<file path="config.mk">
export PLATFORM = sky130hd
export DESIGN_NAME = maze_path_replayer
export DESIGN_NICKNAME = d
export VERILOG_FILES = /design/src/rtl/maze_pkg.sv /design/src/rtl/maze_pos_step.sv /design/src/rtl/maze_path_replayer.sv
export SDC_FILE = /design/constraint.sdc
export NUM_CORES = 1
export LEC_CHECK = 0
export CORE_ASPECT_RATIO = 2
export CORE_MARGIN = 4
export CORE_UTILIZATION = 53
export DETAILED_ROUTE_END_ITERATION = 10
export PLACE_DENSITY = 0.79
export SETUP_SLACK_MARGIN = 0.4
export SLEW_MARGIN = 30
export SYNTH_ARGS = -nofsm -noshare
export SYNTH_HDL_FRONTEND = slang
export SYNTH_SLANG_ARGS = --single-unit
</file>
<file path="constraint.sdc">
create_clock -name clk -period 3.3 [get_ports clk]
set_input_delay 0.99 -clock clk [delete_from_list [all_inputs] [get_ports clk]]
set_output_delay 0.99 -clock clk [all_outputs]
set_load 0.05 [all_outputs]
</file>
<file path="src/rtl/maze_pkg.sv">
// Shared encodings for the maze path replayer: move codes, verdict codes and FSM states.
package maze_pkg;

    localparam int unsigned STEP_W = 8;

    localparam logic [1:0] MV_UP    = 2'b00;
    localparam logic [1:0] MV_RIGHT = 2'b01;
    localparam logic [1:0] MV_DOWN  = 2'b10;
    localparam logic [1:0] MV_LEFT  = 2'b11;

    localparam logic [1:0] ERR_FAIL     = 2'b00;
    localparam logic [1:0] ERR_OOB      = 2'b01;
    localparam logic [1:0] ERR_OVERFLOW = 2'b10;
    localparam logic [1:0] ERR_STALL    = 2'b11;

    typedef enum logic [2:0] {
        ST_IDLE   = 3'd0,
        ST_WAIT   = 3'd1,
        ST_REPLAY = 3'd2,
        ST_OK     = 3'd3,
        ST_ERR    = 3'd4
    } state_e;

endpackage

</file>
<file path="src/rtl/maze_pos_step.sv">
// Combinational single-move position update; the extra MSB catches both
// underflow below 0 and overflow past 2^W-1.
module maze_pos_step
    import maze_pkg::*;
#(
    parameter int unsigned W = 4
) (
    input  logic [W-1:0] x_i,
    input  logic [W-1:0] y_i,
    input  logic [1:0]   move_i,
    output logic [W-1:0] nx_o,
    output logic [W-1:0] ny_o,
    output logic         oob_o
);

    logic [W:0] nxe;
    logic [W:0] nye;

    always_comb begin
        nxe = {1'b0, x_i};
        nye = {1'b0, y_i};
        case (move_i)
            MV_UP:    nye = {1'b0, y_i} - (W+1)'(1);
            MV_RIGHT: nxe = {1'b0, x_i} + (W+1)'(1);
            MV_DOWN:  nye = {1'b0, y_i} + (W+1)'(1);
            default:  nxe = {1'b0, x_i} - (W+1)'(1);
        endcase
        oob_o = nxe[W] | nye[W];
        nx_o  = nxe[W-1:0];
        ny_o  = nye[W-1:0];
    end

endmodule

</file>
<file path="src/rtl/maze_path_replayer.sv">
// Replays the solver's move stream from (0,0), tracks position and step count,
// and reports a sticky OK / error verdict.
module maze_path_replayer
    import maze_pkg::*;
#(
    parameter int unsigned W         = 4,
    parameter int unsigned GOAL_X    = 15,
    parameter int unsigned GOAL_Y    = 15,
    parameter int unsigned MAX_STEPS = 255,
    parameter int unsigned TIMEOUT   = 15
) (
    input  logic              clk,
    input  logic              rst,
    input  logic              arm_i,
    input  logic              solver_done_i,
    input  logic              solver_fail_i,
    input  logic [1:0]        move_i,
    input  logic              move_valid_i,
    output logic              run_o,
    output logic [W-1:0]      x_o,
    output logic [W-1:0]      y_o,
    output logic [STEP_W-1:0] steps_o,
    output logic              busy_o,
    output logic              path_ok_o,
    output logic              path_err_o,
    output logic [1:0]        err_code_o
);

    localparam int unsigned SW = (TIMEOUT < 1) ? 1 : $clog2(TIMEOUT + 1);

    state_e            state_q, state_d;
    logic [W-1:0]      x_q, x_d, y_q, y_d;
    logic [STEP_W-1:0] steps_q, steps_d;
    logic [SW-1:0]     stall_q, stall_d;
    logic [1:0]        err_code_q, err_code_d;
    logic              run_q, run_d, busy_q, busy_d;
    logic              ok_q, ok_d, err_q, err_d;

    logic [W-1:0] nx, ny;
    logic         oob;

    maze_pos_step #(.W(W)) u_pos_step (
        .x_i    (x_q),
        .y_i    (y_q),
        .move_i (move_i),
        .nx_o   (nx),
        .ny_o   (ny),
        .oob_o  (oob)
    );

    // Next-state, datapath and verdict decode; flags are registered from state_d.
    always_comb begin
        state_d    = state_q;
        x_d        = x_q;
        y_d        = y_q;
        steps_d    = steps_q;
        stall_d    = stall_q;
        err_code_d = err_code_q;

        if (arm_i) begin
            state_d    = ST_WAIT;
            x_d        = '0;
            y_d        = '0;
            steps_d    = '0;
            stall_d    = '0;
            err_code_d = ERR_FAIL;
        end else begin
            case (state_q)
                ST_WAIT: begin
                    if (solver_fail_i) begin
                        state_d    = ST_ERR;
                        err_code_d = ERR_FAIL;
                    end else if (solver_done_i) begin
                        state_d = ST_REPLAY;
                    end
                end
                ST_REPLAY: begin
                    if (move_valid_i) begin
                        if (oob) begin
                            state_d    = ST_ERR;
                            err_code_d = ERR_OOB;
                        end else if (steps_q == STEP_W'(MAX_STEPS)) begin
                            state_d    = ST_ERR;
                            err_code_d = ERR_OVERFLOW;
                        end else begin
                            x_d     = nx;
                            y_d     = ny;
                            steps_d = steps_q + STEP_W'(1);
                            stall_d = '0;
                            if (nx == W'(GOAL_X) && ny == W'(GOAL_Y)) begin
                                state_d = ST_OK;
                            end
                        end
                    end else if (stall_q == SW'(TIMEOUT)) begin
                        state_d    = ST_ERR;
                        err_code_d = ERR_STALL;
                    end else begin
                        stall_d = stall_q + SW'(1);
                    end
                end
                default: ;
            endcase
        end

        run_d  = (state_d == ST_REPLAY);
        busy_d = (state_d == ST_WAIT) || (state_d == ST_REPLAY);
        ok_d   = (state_d == ST_OK);
        err_d  = (state_d == ST_ERR);
    end

    always_ff @(posedge clk or posedge rst) begin
        if (rst) begin
            state_q    <= ST_IDLE;
            x_q        <= '0;
            y_q        <= '0;
            steps_q    <= '0;
            stall_q    <= '0;
            err_code_q <= ERR_FAIL;
            run_q      <= 1'b0;
            busy_q     <= 1'b0;
            ok_q       <= 1'b0;
            err_q      <= 1'b0;
        end else begin
            state_q    <= state_d;
            x_q        <= x_d;
            y_q        <= y_d;
            steps_q    <= steps_d;
            stall_q    <= stall_d;
            err_code_q <= err_code_d;
            run_q      <= run_d;
            busy_q     <= busy_d;
            ok_q       <= ok_d;
            err_q      <= err_d;
        end
    end

    assign run_o      = run_q;
    assign x_o        = x_q;
    assign y_o        = y_q;
    assign steps_o    = steps_q;
    assign busy_o     = busy_q;
    assign path_ok_o  = ok_q;
    assign path_err_o = err_q;
    assign err_code_o = err_code_q;

endmodule

</file>
Yosys cells after proc, flatten, opt, wreduce, memory -nomap -nowiden --
Index checks and enable logic that the tools add are counted.
Word-level totals: register bits after elaboration 29, output and inout port bits 22, logic and storage cells 86
Cells by class: $add $sub $neg 6, equal/unequal tests 20, mux-type cells 39, bitwise operators 1, reductions and logical operators 10
Operators with widths (number):
- 4-bit 2-to-1 mux | 16
- 8-bit 2-to-1 mux | 5
- 3-bit 2-to-1 mux | 8
- 5-bit one-hot mux with 2 select lines | 2
- 4-bit == test, second input constant | 3
- 2-bit 2-to-1 mux | 6
- 3-bit != test, second input constant | 4
- 4-bit AND reduction | 3
- 4-bit by 1-bit adder with 5-bit output, second input constant | 2
- 4-bit by 1-bit subtractor with 5-bit output, second input constant | 2
- 3-bit by 2-bit == test with 1-bit output, second input constant | 3
- 8-bit by 1-bit adder with 8-bit output, second input constant | 1
- 8-bit == test, second input constant | 1
- 3-bit by 1-bit == test with 1-bit output, second input constant | 2
- 3-bit one-hot mux with 2 select lines | 1
- 5-bit != test, second input constant | 1
- 4-bit by 1-bit adder with 4-bit output, second input constant | 1
- 2-bit != test, second input constant | 2
- 4-bit != test, second input constant | 1
- 2-bit one-hot mux with 2 select lines | 1
- 2-bit nonzero test | 2
- 3-bit == test, second input constant | 1
- 3-bit nonzero test | 1
- 2-bit by 1-bit == test with 1-bit output, second input constant | 1
- 6 further kinds | 6

Longest topological paths before layout --
word-level depth 13, gate-level depth with buffers 13

Hierarchy --
From an unflattened synthesis, not the netlist that was laid out.
Unflattened totals: cells, all modules 193, area, all modules 1756.7 µm²
Modules (own cells, without submodules):
- maze_path_replayer | times used 1, cells an instance 148, area each 1406.3 µm², sequential area each 725.7 µm²
- maze_pos_step | times used 1, cells an instance 45, area each 350.3 µm², sequential area each 0.0 µm²

Least setup slack after synthesis --
OpenSTA, ideal clock, no wires.
path type in2reg, start point input port move_i[0], end point register x_q[1] (netlist: x_o[1]), arrival time 3254 ps, required time 3227 ps, slack -28 ps, stages on the path 12, cell sequence buf_6 > buf_4 > nand2b_1 > fa_1 > a211oi_1 > nor3_1 > a311oi_1 > and4b_1 > buf_4 > nand3_2 > mux2i_1 > nor2b_1
On the way: word-level cells in the longest chain between the ends 8, elaborated cells between the ends (all ways) 14, those cells by class eq/ne (3); mux (7); bitwise (1); reduce/logical (3)
RTL lines:
- start, declared | line maze_path_replayer.sv:17 | input logic [1:0] move_i,
- 2-bit == test / 2-bit logical NOT (equally long branches) | line maze_pos_step.sv:22 | case (move_i)
- 2-bit OR reduction (no line)
- 5-bit one-hot mux with 2 select lines | line maze_pos_step.sv:22
- 4-bit 2-to-1 mux | line maze_path_replayer.sv:82 | end else if (steps_q == STEP_W'(MAX_STEPS)) begin
- 4-bit 2-to-1 mux | line maze_path_replayer.sv:79 | if (oob) begin
- 4-bit 2-to-1 mux | line maze_path_replayer.sv:78 | if (move_valid_i) begin
- 4-bit 2-to-1 mux | line maze_path_replayer.sv:68 | case (state_q)
- 4-bit 2-to-1 mux | line maze_path_replayer.sv:60 | if (arm_i) begin
- end signal, assigned | line maze_path_replayer.sv:114 | x_q <= '0;
- end signal, assigned | line maze_path_replayer.sv:125 | x_q <= x_d;
- end, declared | line maze_path_replayer.sv:32 | logic [W-1:0] x_q, x_d, y_q, y_d;
Several ways; a longest one is shown, not always the timed one. The select of a mux whose other input is x is not followed. A chain may end at the register's enable or synchronous reset.

Worst setup path after layout --
start point input port move_i[0], end point register steps_q[4] (netlist: steps_o[4])
On the way: word-level cells in the longest chain between the ends 6, elaborated cells between the ends (all ways) 9, those cells by class eq/ne (3); mux (2); bitwise (1); reduce/logical (3)
RTL lines:
- 2-bit == test / 2-bit logical NOT (equally long branches) | line maze_pos_step.sv:22
- 2-bit OR reduction (no line)
- 5-bit one-hot mux with 2 select lines | line maze_pos_step.sv:22
- 1-bit bitwise OR (*) | line maze_pos_step.sv:28 | oob_o = nxe[W] | nye[W];
- 2-bit != test (no line) (*)
- 4-bit AND reduction (no line) (*)
- end signal, assigned | line maze_path_replayer.sv:127 | steps_q <= steps_d;
- end, declared | line maze_path_replayer.sv:33 | logic [STEP_W-1:0] steps_q, steps_d;
Mark *: on every way between the ends. The rest lies on a longest branch, timed or not.

==> run metrics <==
Buf/Inv on CP=3; Syn. warnings=0; CP delay by family, top=simple AND/OR/NAND/NOR gates; DR vias=approximately 1700; DR WL/cell=between 15 and 20 µm; Die ar.=~0.0047 mm²; number of I/O port buffers=29; grt met3 use=approximately 2.9%; FF-to-FF setup slack=between 800 and 900 ps; Seq/Total Area, Yosys=a little under two fifths; Commonest cells post-synth=dfrtp_1, nor2_1, nand2_1; area grow syn2layout=34.8%; Remaining DRCs=0; global-route wire length before repair=~8000 µm; die width=approximately 50 µm; IO Pins=30; H-tree level count=2; Worst-Skew Late Latency=between 200 and 300 ps; final setup violation count=0; Slew @ Worst Pin=around 640 ps; FF+latch count, synth=29; GRT Overall Usage=between 20 and 25%; CTS Buffer Depth=2; Stages on worst setup path=12; Top Usage Layer GRT=met2; Clk Tree Root Cell=clkbuf_8; Crit. End Element=flip-flop; Post-CTS Hold Fix Bufs=0; hold crit path type=reg -> reg; Critical Path Max Stage Delay=around 300 ps; Design Power=0.917 mW; CTS Buf Count=5; ANT nets after route=0; Yosys cell types=~50; CP Class=in -> reg; Max-slew headroom=a little under three fifths; Mapped Cells=199; unrepaired setup endpoints after global routing=yes; Worst Setup SP=move_i[0]; EDFF count, synth=0; CTS tree=built; status=completed; Synth Flop Type=dfrtp_1; worst IR drop on VDD=0.220 mV; PwrDens=about 360 mW/mm²; R2R depth=9; max-slew violation count=0; gr ovfl total=0; pin count of the biggest net entering global routing=25; critical path data arrival time=between 3000 and 4000 ps; Die Ht=92.6 µm; CTS clk-pin slew, worst paths=approximately 60 ps; vias per cell=between 5 and 6; Setup crit end=steps_o[4]$_DFFE_PP0P_; # Max-Cap Violations=0; # rows=30; storage element area=just over 700 µm²; Synth area leader=dfrtp_1; GR Util met2=44.2%; Routed WL=about 4800 µm; CTS sink cnt=29; FF-to-FF End=steps_o[4]$_DFFE_PP0P_; Final period util=about nine tenths; Ant. Diodes=0; Synth Cell Area=roughly 0.0019 mm²; leak pwr=1.08 nW; Final Skew=2.77 ps; GR Util met1=roughly a fifth; FF-to-FF Start=y_o[0]$_DFFE_PP0P_; most frequent CP cell=buf_6; CP max FO=7; final-report hold violation count=0; required time worst endpoint=approximately 3500 ps; cell chain of the critical path=buf_8, nand2b_4, buf_6, ha_4, a211oi_2, nor3_2, a311oi_2, and4b_1, buf_6, nand4_1, xor2_1, nor2_1; Starting Density=between 50% and 60%; post-synth top area share=between 30% and 40%; syn_area_per_cell=9.52 µm²; critical path launch point type=input pin; most common cell in the synthesized netlist=dfrtp_1; fmax=~340 MHz; setup_tns=0 ps; routability cong.=~0.83; router iterations before antenna repair=4; Post-Syn Nets=217; area of the multi-input gates=roughly 0.0012 mm²; initial DRC count=25; Fillers=about 250; initial antenna violation count=0; CP max stage cell=a311oi_2; Final nets=about 260; share of cells above drive strength 1=between 20 and 25%; HPWL after DPL=between 3000 and 4000 µm; Final min period=between 2000 and 3000 ps; core footprint=approximately 0.0034 mm²; vias in the first global route=between 1500 and 2000; largest cells by area after synthesis=dfrtp_1, ha_1, nor2_1; ys async rst share=100%
worst reg2reg max path: stages (launching register included):
cell and delay, ps:
dfrtp_1 490, fa_2 450, a211oi_2 230, nor3_2 120, a311oi_2 300, and4b_1 280
buf_6 150, nand4_1 100, xor2_1 160, nor2_1 60
state kept, by name (all words and copies together) (netlist names):
register,flops
path_err_o,1
busy_o,1
stall_q,4
path_ok_o,1
steps_o,8
state_q,3
err_code_o,2
y_o,4
run_o,1
x_o,4
power by group:
group          switching (mW)  internal, mW  total, mW
Combinational           0.146         0.101      0.247
Sequential             0.0170         0.373      0.390
Clock                   0.134         0.146      0.279
Total                   0.296         0.620      0.917
layout by cell type, fill, tap and decap left out, types with 2 or more instances in the layout:
| master | Yosys | layout |
|---|---|---|
| xor2_1 | 8 | 7 |
| ha_1 | 8 | 7 |
| clkdlybuf4s50_1 | 0 | 27 |
| nor2_1 | 26 | 25 |
| nor3b_1 | 6 | 3 |
| clkbuf_8 | 0 | 5 |
| nand2b_1 | 4 | 2 |
| o31ai_1 | 2 | 2 |
| nand3_2 | 1 | 2 |
| and3b_1 | 2 | 2 |
| nor3_1 | 6 | 5 |
| nand4_1 | 5 | 5 |
| a211oi_2 | 1 | 2 |
| nand4b_1 | 2 | 2 |
| and2_1 | 3 | 3 |
| o21ai_0 | 5 | 4 |
| buf_4 | 3 | 15 |
| nand2_1 | 11 | 11 |
| inv_1 | 10 | 10 |
| nor3b_2 | 0 | 3 |
| nand2b_4 | 0 | 2 |
| nor2_2 | 1 | 2 |
| nor2b_1 | 3 | 2 |
| clkinv_2 | 0 | 2 |
| xnor2_1 | 5 | 5 |
| a31oi_1 | 3 | 3 |
| and3_1 | 3 | 3 |
| dfrtp_1 | 29 | 29 |
| fa_2 | 0 | 2 |
| a21oi_1 | 9 | 9 |
| buf_6 | 1 | 5 |
| nand3_1 | 6 | 4 |
| a211oi_1 | 4 | 3 |
| mux2i_1 | 5 | 4 |
how the worst min path moves through the flow:
stage	depth (start not counted)	from	to
5_1_grt	2	err_code_o[0]$_DFFE_PP0P_	err_code_o[0]$_DFFE_PP0P_
2_1_floorplan	2	stall_q[3]$_DFFE_PP0P_	stall_q[3]$_DFFE_PP0P_
6_report	2	err_code_o[0]$_DFFE_PP0P_	err_code_o[0]$_DFFE_PP0P_
4_1_cts	2	err_code_o[0]$_DFFE_PP0P_	err_code_o[0]$_DFFE_PP0P_
3_5_place_dp	2	steps_o[6]$_DFFE_PP0P_	steps_o[6]$_DFFE_PP0P_
3_3_place_gp	2	steps_o[7]$_DFFE_PP0P_	steps_o[7]$_DFFE_PP0P_
per-stage QoR:
step / hold slack, ps / setup WS (ps) / area (µm²) / util (%) / cells
6_report: 561 / 392 / 2550 / 74.8 / 294
5_1_grt: 571 / 320 / 2550 / 74.8 / 294
4_1_cts: 565 / 397 / 2510 / 73.4 / 293
3_5_place_dp: 555 / -311 / 2370 / 69.3 / 282
3_3_place_gp: 545 / -194 / 2370 / 69.3 / 282
2_1_floorplan: 548 / 228 / 1970 / - / 199
layer usage:
metal / vias to the layer above / share of wire, %
li1: 795 / -
met4: 0 / 3.7
met5: - / 0
met3: 14 / 3.3
met2: 46 / 58
met1: 815 / 35
cell families after synthesis:
| kind of cell | after synthesis | synth area share (%) |
|---|---|---|
| buffers and inverters | 19 | 4.82 |
| multiplexers | 5 | 2.64 |
| flip-flops | 29 | 38.3 |
| AND/OR/NAND/NOR | 89 | 27.3 |
| XOR/XNOR | 13 | 6.01 |
| AO/OA/AOI/OAI | 34 | 13.5 |
| adder cells (fa/ha/maj) | 10 | 7.40 |
cell type report:
class	count	area share (%)
Timing Repair Buffer	48	17.8
Multi-Input combinational cell	151	46.7
Clock inverter	2	0.392
Clock buffer	6	2.84
Tap cell	48	2.35
Inverter	10	1.47
Sequential cell	29	28.4
timing repair:
action,in CTS,in global routing
endpoints found under the setup margin,29,20
gates resized for setup,18,8
buffers inserted,3,1
cloned,0,0
pin swaps,8,11
Power figures use the tool's default switching activity.
